$ cat src/rtl/dmem_responder_if.sv
// dmem_responder_if: request/response handshake bundle between the MEM stage
// (master) and the multi-cycle data-memory responder (slave).
interface dmem_responder_if #(
  parameter int unsigned ADDR_W = 8
) ();
  logic              req_valid;
  logic              req_ready;
  logic              req_we;
  logic [ADDR_W-1:0] req_addr;
  logic [31:0]       req_wdata;
  logic [2:0]        req_funct3;
  logic              rsp_valid;
  logic              rsp_ready;
  logic [31:0]       rsp_rdata;
  logic              rsp_err;

  modport master (
    output req_valid, req_we, req_addr, req_wdata, req_funct3, rsp_ready,
    input  req_ready, rsp_valid, rsp_rdata, rsp_err
  );

  modport slave (
    input  req_valid, req_we, req_addr, req_wdata, req_funct3, rsp_ready,
    output req_ready, rsp_valid, rsp_rdata, rsp_err
  );
endinterface

$ cat src/rtl/dmem_responder.sv
// dmem_responder: one-at-a-time data-memory target with WAIT_CYCLES wait
// states and RV32I sub-word loads/stores on internal word storage.
// Optional macro DMEM_ERR_EN: reject misaligned or reserved-funct3 requests
// with rsp_err; without it, addresses are force-aligned and reserved codes
// behave as word accesses.
module dmem_responder #(
  parameter int unsigned ADDR_W      = 8,
  parameter int unsigned WAIT_CYCLES = 2
) (
  input  logic                 clk,
  input  logic                 rst_n,
  dmem_responder_if.slave      bus,
  output logic                 busy
);
  localparam int unsigned IDX_W = ADDR_W - 2;
  localparam int unsigned DEPTH = 2 ** IDX_W;

  localparam logic [1:0] S_IDLE = 2'd0;
  localparam logic [1:0] S_WAIT = 2'd1;
  localparam logic [1:0] S_RESP = 2'd2;

  localparam logic [1:0] SZ_B = 2'd0;
  localparam logic [1:0] SZ_H = 2'd1;
  localparam logic [1:0] SZ_W = 2'd2;

  logic [1:0]        state, state_nxt;
  logic              accept_c, access_c;
  logic [3:0]        cnt_q;
  logic              we_q;
  logic [ADDR_W-1:0] addr_q;
  logic [31:0]       wdata_q;
  logic [2:0]        f3_q;
  logic              ready_q, rsp_valid_q, busy_q, err_q;
  logic [31:0]       rdata_q;

  logic [31:0]       mem [0:DEPTH-1];

  logic [IDX_W-1:0]  idx_c;
  logic [1:0]        size_c, lane_c;
  logic              err_c;
  logic [31:0]       word_c, shifted_c, load_c, wmask_c, wbytes_c, wnew_c;
`ifdef DMEM_ERR_EN
  logic              rsvd_c, misal_c;
`endif

  // Next-state decode: accept in IDLE, access when the wait count expires.
  always_comb begin
    state_nxt = state;
    accept_c  = 1'b0;
    access_c  = 1'b0;
    case (state)
      S_IDLE: if (bus.req_valid) begin
        accept_c  = 1'b1;
        state_nxt = S_WAIT;
      end
      S_WAIT: if (cnt_q == 4'd0) begin
        access_c  = 1'b1;
        state_nxt = S_RESP;
      end
      S_RESP: if (bus.rsp_ready) state_nxt = S_IDLE;
      default: state_nxt = S_IDLE;
    endcase
  end

  // Lane steering, load extension and store merge for the latched request.
  always_comb begin
    idx_c = addr_q[ADDR_W-1:2];
    case (f3_q[1:0])
      2'b00:   size_c = SZ_B;
      2'b01:   size_c = SZ_H;
      default: size_c = SZ_W;
    endcase
`ifdef DMEM_ERR_EN
    rsvd_c  = (f3_q == 3'b011) || (f3_q == 3'b110) || (f3_q == 3'b111);
    misal_c = ((size_c == SZ_H) && addr_q[0]) ||
              ((size_c == SZ_W) && (addr_q[1:0] != 2'b00));
    err_c   = rsvd_c || misal_c;
`else
    err_c   = 1'b0;
`endif
    case (size_c)
      SZ_B:    lane_c = addr_q[1:0];
      SZ_H:    lane_c = {addr_q[1], 1'b0};
      default: lane_c = 2'b00;
    endcase
    word_c    = mem[idx_c];
    shifted_c = word_c >> {lane_c, 3'b000};
    case (size_c)
      SZ_B: begin
        load_c   = f3_q[2] ? {24'h0, shifted_c[7:0]}
                           : {{24{shifted_c[7]}}, shifted_c[7:0]};
        wbytes_c = {4{wdata_q[7:0]}};
        wmask_c  = 32'h0000_00FF << {lane_c, 3'b000};
      end
      SZ_H: begin
        load_c   = f3_q[2] ? {16'h0, shifted_c[15:0]}
                           : {{16{shifted_c[15]}}, shifted_c[15:0]};
        wbytes_c = {2{wdata_q[15:0]}};
        wmask_c  = 32'h0000_FFFF << {lane_c, 3'b000};
      end
      default: begin
        load_c   = word_c;
        wbytes_c = wdata_q;
        wmask_c  = 32'hFFFF_FFFF;
      end
    endcase
    wnew_c = (word_c & ~wmask_c) | (wbytes_c & wmask_c);
  end

  // State register.
  always_ff @(posedge clk or negedge rst_n) begin
    if (!rst_n) state <= S_IDLE;
    else        state <= state_nxt;
  end

  // Request latch, wait counter and registered response/status outputs.
  always_ff @(posedge clk or negedge rst_n) begin
    if (!rst_n) begin
      cnt_q       <= 4'd0;
      we_q        <= 1'b0;
      addr_q      <= '0;
      wdata_q     <= 32'h0;
      f3_q        <= 3'b000;
      ready_q     <= 1'b1;
      rsp_valid_q <= 1'b0;
      busy_q      <= 1'b0;
      rdata_q     <= 32'h0;
      err_q       <= 1'b0;
    end else begin
      ready_q     <= (state_nxt == S_IDLE);
      rsp_valid_q <= (state_nxt == S_RESP);
      busy_q      <= (state_nxt != S_IDLE);
      if (accept_c) begin
        we_q    <= bus.req_we;
        addr_q  <= bus.req_addr;
        wdata_q <= bus.req_wdata;
        f3_q    <= bus.req_funct3;
        cnt_q   <= 4'(WAIT_CYCLES);
      end else if ((state == S_WAIT) && (cnt_q != 4'd0)) begin
        cnt_q <= cnt_q - 4'd1;
      end
      if (access_c) begin
        err_q   <= err_c;
        rdata_q <= (we_q || err_c) ? 32'h0 : load_c;
      end
    end
  end

  // Word storage; not reset, written only by an accepted, non-rejected store.
  always_ff @(posedge clk) begin
    if (access_c && we_q && !err_c) mem[idx_c] <= wnew_c;
  end

  assign bus.req_ready = ready_q & rst_n;
  assign bus.rsp_valid = rsp_valid_q;
  assign bus.rsp_rdata = rdata_q;
  assign bus.rsp_err   = err_q;
  assign busy          = busy_q;
endmodule

$ cat src/flat_wrapper.sv
// flat-port wrapper written by rule: the top's interface ports become plain ports
module dmem_responder_flat 
#(
  parameter int unsigned ADDR_W      = 8,
  parameter int unsigned WAIT_CYCLES = 2
)
  (clk, rst_n, busy, bus_req_valid, bus_req_we, bus_req_addr, bus_req_wdata, bus_req_funct3, bus_rsp_ready, bus_req_ready, bus_rsp_valid, bus_rsp_rdata, bus_rsp_err);
  dmem_responder_if #(.ADDR_W(ADDR_W)) bus_i ();
  input  logic clk;
  input  logic rst_n;
  output logic busy;
  input wire logic [$bits(bus_i.req_valid)-1:0] bus_req_valid;
  input wire logic [$bits(bus_i.req_we)-1:0] bus_req_we;
  input wire logic [$bits(bus_i.req_addr)-1:0] bus_req_addr;
  input wire logic [$bits(bus_i.req_wdata)-1:0] bus_req_wdata;
  input wire logic [$bits(bus_i.req_funct3)-1:0] bus_req_funct3;
  input wire logic [$bits(bus_i.rsp_ready)-1:0] bus_rsp_ready;
  output wire logic [$bits(bus_i.req_ready)-1:0] bus_req_ready;
  output wire logic [$bits(bus_i.rsp_valid)-1:0] bus_rsp_valid;
  output wire logic [$bits(bus_i.rsp_rdata)-1:0] bus_rsp_rdata;
  output wire logic [$bits(bus_i.rsp_err)-1:0] bus_rsp_err;
  assign bus_i.req_valid = bus_req_valid;
  assign bus_i.req_we = bus_req_we;
  assign bus_i.req_addr = bus_req_addr;
  assign bus_i.req_wdata = bus_req_wdata;
  assign bus_i.req_funct3 = bus_req_funct3;
  assign bus_i.rsp_ready = bus_rsp_ready;
  assign bus_req_ready = bus_i.req_ready;
  assign bus_rsp_valid = bus_i.rsp_valid;
  assign bus_rsp_rdata = bus_i.rsp_rdata;
  assign bus_rsp_err = bus_i.rsp_err;
  dmem_responder #(.ADDR_W(ADDR_W), .WAIT_CYCLES(WAIT_CYCLES)) u_core (.clk(clk), .rst_n(rst_n), .bus(bus_i), .busy(busy));
endmodule
$ cat config.mk
export PLATFORM = sky130hd
export DESIGN_NAME = dmem_responder_flat
export DESIGN_NICKNAME = d
export VERILOG_FILES = /design/src/rtl/dmem_responder_if.sv /design/src/rtl/dmem_responder.sv /design/src/flat_wrapper.sv
export SDC_FILE = /design/constraint.sdc
export NUM_CORES = 2
export LEC_CHECK = 0
export CAP_MARGIN = 25
export CORE_ASPECT_RATIO = 1.2
export CORE_MARGIN = 4
export CORE_UTILIZATION = 50
export DETAILED_ROUTE_END_ITERATION = 8
export PLACE_DENSITY = 0.66
export SLEW_MARGIN = 20
export SYNTH_ARGS = -nofsm -noshare
export SYNTH_HDL_FRONTEND = slang
export SYNTH_SLANG_ARGS = --single-unit
$ cat constraint.sdc
create_clock -name clk -period 9.6 [get_ports clk]
set_input_delay 1.44 -clock clk [delete_from_list [all_inputs] [get_ports clk]]
set_output_delay 1.44 -clock clk [all_outputs]
set_load 0.02 [all_outputs]
* Word level (Yosys, flattened, before mapping)
Memory sizes are Yosys's and may differ from the RTL's. Cells that the tools add are included.
Word-level totals: memories 1, logic and storage cells 55, bits in writable memories 2048, register bits 85, output and inout port bits 36, input bits 48
Operators by class: add/sub/neg operators 1, equal/unequal tests 5, muxes and demuxes 20, bitwise gates (word level) 5, shift operators 3, reduce and logical (&&, ||, !) cells 10
Memory list:
- u_core.mem | depth 64, width 32, rd ports 1, clocked after Yosys merged registers in 0, wr ports 1, line dmem_responder.sv:36 | logic [31:0] mem [0:DEPTH-1];
Operator list (number):
- 32-bit one-hot mux with 2 select lines | 3
- 32-bit 2-to-1 mux | 3
- 32-bit AND | 2
- 32-bit inverter | 1
- 32-bit bitwise OR | 1
- 16-bit by 5-bit << shifter with 32-bit output (first input constant) | 1
- 8-bit by 5-bit << shifter with 32-bit output (first input constant) | 1
- 32-bit by 5-bit right shift with 16-bit output | 1
- 2-bit logical NOT | 4
- 4-bit 2-to-1 mux | 2
- 2-bit one-hot mux with 2 select lines | 2
- 2-bit by 1-bit equality test with 1-bit output (second input constant) | 3
- 1-bit 2-to-1 mux | 6
- 2-bit 2-to-1 mux | 3
- 2-bit one-hot mux with 3 select lines | 1
- 2-bit equality test (second input constant) | 2
- 4-bit logical NOT | 1
- 2-bit nonzero test | 2
- 4-bit nonzero test | 1
- 4-bit by 1-bit subtractor with 4-bit output (second input constant) | 1
- 1-bit logical AND | 2
- 1-bit AND | 1

* Logic depth before layout (Yosys ltp)
word-level depth 9, gate-level depth with buffers 16

* Worst setup path before layout
OpenSTA, ideal clock, no wires.
path type register to register, from register u_core.addr_q[3], to memory u_core.mem[0][4], data pin, path slack 4.056 ns, buffers on the path 6, data required time 8.899 ns, library setup time 0.701 ns, stages on the path, launching flop included 13, arrival 4.842 ns, cells stage by stage dfrtp_1 > buf_4 > buf_6 > buf_4 > nor3_2 > buf_2 > buf_2 > buf_1 > a22oi_1 > a31oi_1 > nor4_1 > nor4b_1 > o21ai_0
Between the ends: longest elaborated chain between the ends 3
Ends and longest elaborated chain:
- start: declaration | line dmem_responder.sv:30 | logic [ADDR_W-1:0] addr_q;
- start signal: assignment | line dmem_responder.sv:135 | addr_q <= bus.req_addr;
- memory read 64 x 32 bit
- 32-bit AND | line dmem_responder.sv:107 | wnew_c = (word_c & ~wmask_c) | (wbytes_c & wmask_c);
- 32-bit bitwise OR | line dmem_responder.sv:107
- named net u_core.wnew_c[4] | line dmem_responder.sv:41 | logic [31:0] word_c, shifted_c, load_c, wmask_c, wbytes_c, wnew_c;
- end: declaration | line dmem_responder.sv:36
The timed path passes the listed nets, and every way through them passes these cells.

* Worst setup path after layout
from register u_core.addr_q[2], to memory u_core.mem[3][24], data pin
The elaborated chain is that of the path after synthesis.

==> results by group <==
Run status
  • Status: complete, no violations

Global routing
  • Vias in the first global route: 47590
  • Initial antenna violation count: 12
  • GR Overflow Total: 0
  • Total GRT Usage: 33.36%
  • Pin count of the biggest net entering global routing: approximately 120
  • First-pass GRT wire length: 392300 um

Floorplanning
  • Rows: between 150 and 200
  • Die width: between 300 and 400 um
  • Core area: 162800 um^2
  • Die height: 451.5 um
  • I/O Pins: 84
  • Die area: 170500 um^2
  • Initial core utilization: between 50% and 60%

Worst setup path
  • Startpoint class of the critical path: flop
  • Most used cell, CP: buf_4
  • CP Capture Type: flop
  • WP data arrival: about 6.4 ns
  • Setup CP Type: flop to flop
  • CP Cell Sequence: buf_12 > nor2_4 > buf_4 > a221oi_1 > o21ai_0 > a22oi_1 > and4b_1 > mux2i_4 > buf_4
  • CP Buf/Inv Count: 3
  • CP max stage cell: nor2_4
  • CP max FO: 90
  • CP top delay family: buffers and inverters
  • Crit path required time: just over 10 ns
  • Worst path max stage delay: 0.73 ns

Timing
  • Final setup violation count: 0
  • Clock Skew: around 0.038 ns
  • Slew Viols, Final: 0
  • Tcrit/Tclk final: approximately three fifths
  • Final hold vios: 0
  • FMAX: 0.1706 GHz
  • Setup TNS: 0 ns
  • RSZ-0062 raised after global routing: false
  • Final min period: 5.861 ns
  • Least-Margin Pin Slew: 1.230 ns
  • Slew headroom: around 18%

Pwr
  • Tot Pwr: 35.75 mW
  • Maximum vdd ir drop: ~0.57 mV
  • Leak Pwr: 29.05 nW
  • Pwr dens: 385.0 nW/um^2

Finish
  • Nets: between 4000 and 5000
  • Area delta synth->final: 13.30%
  • Layout Utilization: a little under three fifths
  • Share of cells above drive strength 1: 17.88%
  • Commonest non-fill, non-tap cell in the layout: edfxtp_1
  • Most frequent cells in the layout: edfxtp_1 (2048), a22oi_1 (386), buf_4 (195)
  • Fill cells: between 10000 and 15000

Hold path
  • Class of the worst hold path: input pin to async pin

Synth
  • Avg Inst Size Synth: between 15 and 20 um^2
  • Count of unique library cells instantiated by Yosys: 87
  • Sequential share of the synthesized area: 77.64%
  • Post-synth top flop: edfxtp_1
  • Post-synth EDFFs: 2048
  • FF+latch count, synth: 2133
  • Asr flop ratio synth: 3.985%
  • YS warnings: 0
  • Mapped Cells: about 4600
  • Syn_nets: around 4600
  • Mapped Area: about 80000 um^2

Detailed routing
  • Final ANT Viol Nets: 0
  • Iter 0 DRT Violations: a little over 9000
  • 1st-pass router iterations: 8
  • Vias per std cell: 7.204
  • Routed wire length: a little under 300000 um
  • Avg WL per Cell: approximately 40 um
  • Via Count: about 51000
  • Post-route DRC: 0

Clock tree
  • Clock sink count: roughly 2100
  • Level count of the clock H-tree: 4
  • Hold Buf Count CTS: 0
  • CTS tree: done
  • Skew-Pair Late Insertion Delay: 0.87 ns
  • Post-CTS Resized: 0
  • TritonCTS Buffers: between 150 and 200
  • Longest Clk Path Bufs: 3
  • Reg clk slew, reported paths: 0.06 ns
  • Postcts setup bufs: 0
  • Clock Tree Root: clkbuf_16

Placed design
  • Buffers on Ports: between 80 and 90
  • GPL Wtd Cong: around 0.93
  • Post-DP HPWL: 162300 um

Job
  • MaxCap Viol Count: 0
-- stage by stage --
stage / area [um^2] / std cells / hold slack (ns) / setup WS, ns
floorplan: 81950 / 4565 / 0.4805 / 4.056
global placement: 86410 / 6648 / 0.4809 / 3.783
detailed placement: 86590 / 6657 / 0.4891 / 4.028
CTS: 92810 / 7012 / 0.4570 / 4.015
global route: 92830 / 7015 / 0.4848 / 3.861
finish: 92850 / 7020 / 0.4945 / 3.739
-- path summary, 6_finish.rpt --
check,startpoint,to,slack [ns],cells after the start
worst max-delay path,u_core.addr_q[2],u_core.mem[3][24],3.74,9
worst min-delay path,rst_n,u_core.wdata_q[3],0.49,1
worst max register to register,u_core.addr_q[2],u_core.mem[3][24],3.74,9
worst min register to register,u_core.bus.rsp_rdata[7],u_core.bus.rsp_rdata[7],0.50,2
max in group asynchronous,rst_n,u_core.addr_q[3],7.95,2
min in group clk,u_core.bus.rsp_rdata[7],u_core.bus.rsp_rdata[7],0.50,2
-- synth_stat cells (all sizes together) (24+ instances only) --
library cell  count  area (um^2)
a21oi           106        530.5
a221o            42        420.4
a221oi          137         1212
a22o             90        788.3
a22oi           386         2898
a31oi            86        538.0
and4             30        262.8
and4b            24        240.2
buf             199         1187
clkbuf          132        496.7
dfrtp            84         2102
edfxtp         2048        61500
mux2            170         1922
mux2i           143         1431
mux4             48         1081
nand2           123        461.7
nand4            29        181.4
nor2            151        569.3
nor4b            26        240.2
o21ai            64        320.3
o22a             26        227.7
o22ai            34        212.7
o2bb2ai          24        210.2
-- worst reg2reg max path: stages, from the launching register on --
cell and delay (ns):
dfrtp_4 0.70, buf_12 0.28, nor2_4 1.07, buf_4 0.68, a221oi_1 0.23, o21ai_0 0.46
a22oi_1 0.35, and4b_1 0.52, mux2i_4 0.52, buf_4 0.63
-- layer usage --
metal / share of wire, % / GRT usage (%) / vias up / wire length, um
met5: 0.016 / 0 / - / 45
met4: 8.3 / 22.31 / 6 / 23860
met3: 14 / 10.10 / 1033 / 40800
met2: 44 / 49.72 / 4579 / 127800
met1: 33 / 42.43 / 25580 / 95780
li1: - / - / 19370 / -
-- sequential cells by signal, summed over array words and instances (netlist names) --
signal and cells:
u_core.addr_q 8, u_core.bus.rsp_rdata 32, u_core.bus.rsp_valid 1, u_core.busy 1, u_core.cnt_q 4, u_core.f3_q 3, u_core.mem 2048, u_core.ready_q 1
u_core.state 2, u_core.wdata_q 32, u_core.we_q 1
-- cell type report --
cell class / instances / area [um^2] / share of cell area (%)
antenna: 6 / 15.01 / 0.01617
clock buffer: 228 / 4982 / 5.366
clock inverter: 127 / 1245 / 1.341
inverter: 15 / 58.81 / 0.06334
multi-input combinational: 2086 / 17630 / 18.99
sequential: 2133 / 63640 / 68.54
tap: 2132 / 2668 / 2.873
timing repair buffer: 293 / 2610 / 2.811
-- logic make-up after synthesis --
logic type | synth area share (%)
adder cells (fa/ha/maj) | 0.01527
other | 0.004576
multiplexers | 5.411
AND/OR/NAND/NOR | 3.893
buffers and inverters | 2.124
AO/OA/AOI/OAI | 10.88
XOR/XNOR | 0.03207
flip-flops | 77.64
-- report_power, final --
group | leakage [nW] | internal [mW] | switching, mW
Combinational | 6.50 | 3.21 | 10.4
Sequential | 19.5 | 14.2 | 0.229
Clock | 3.04 | 4.24 | 3.44
Total | 29.1 | 21.6 | 14.1
Note: power is estimated with default switching activity, not from simulation.
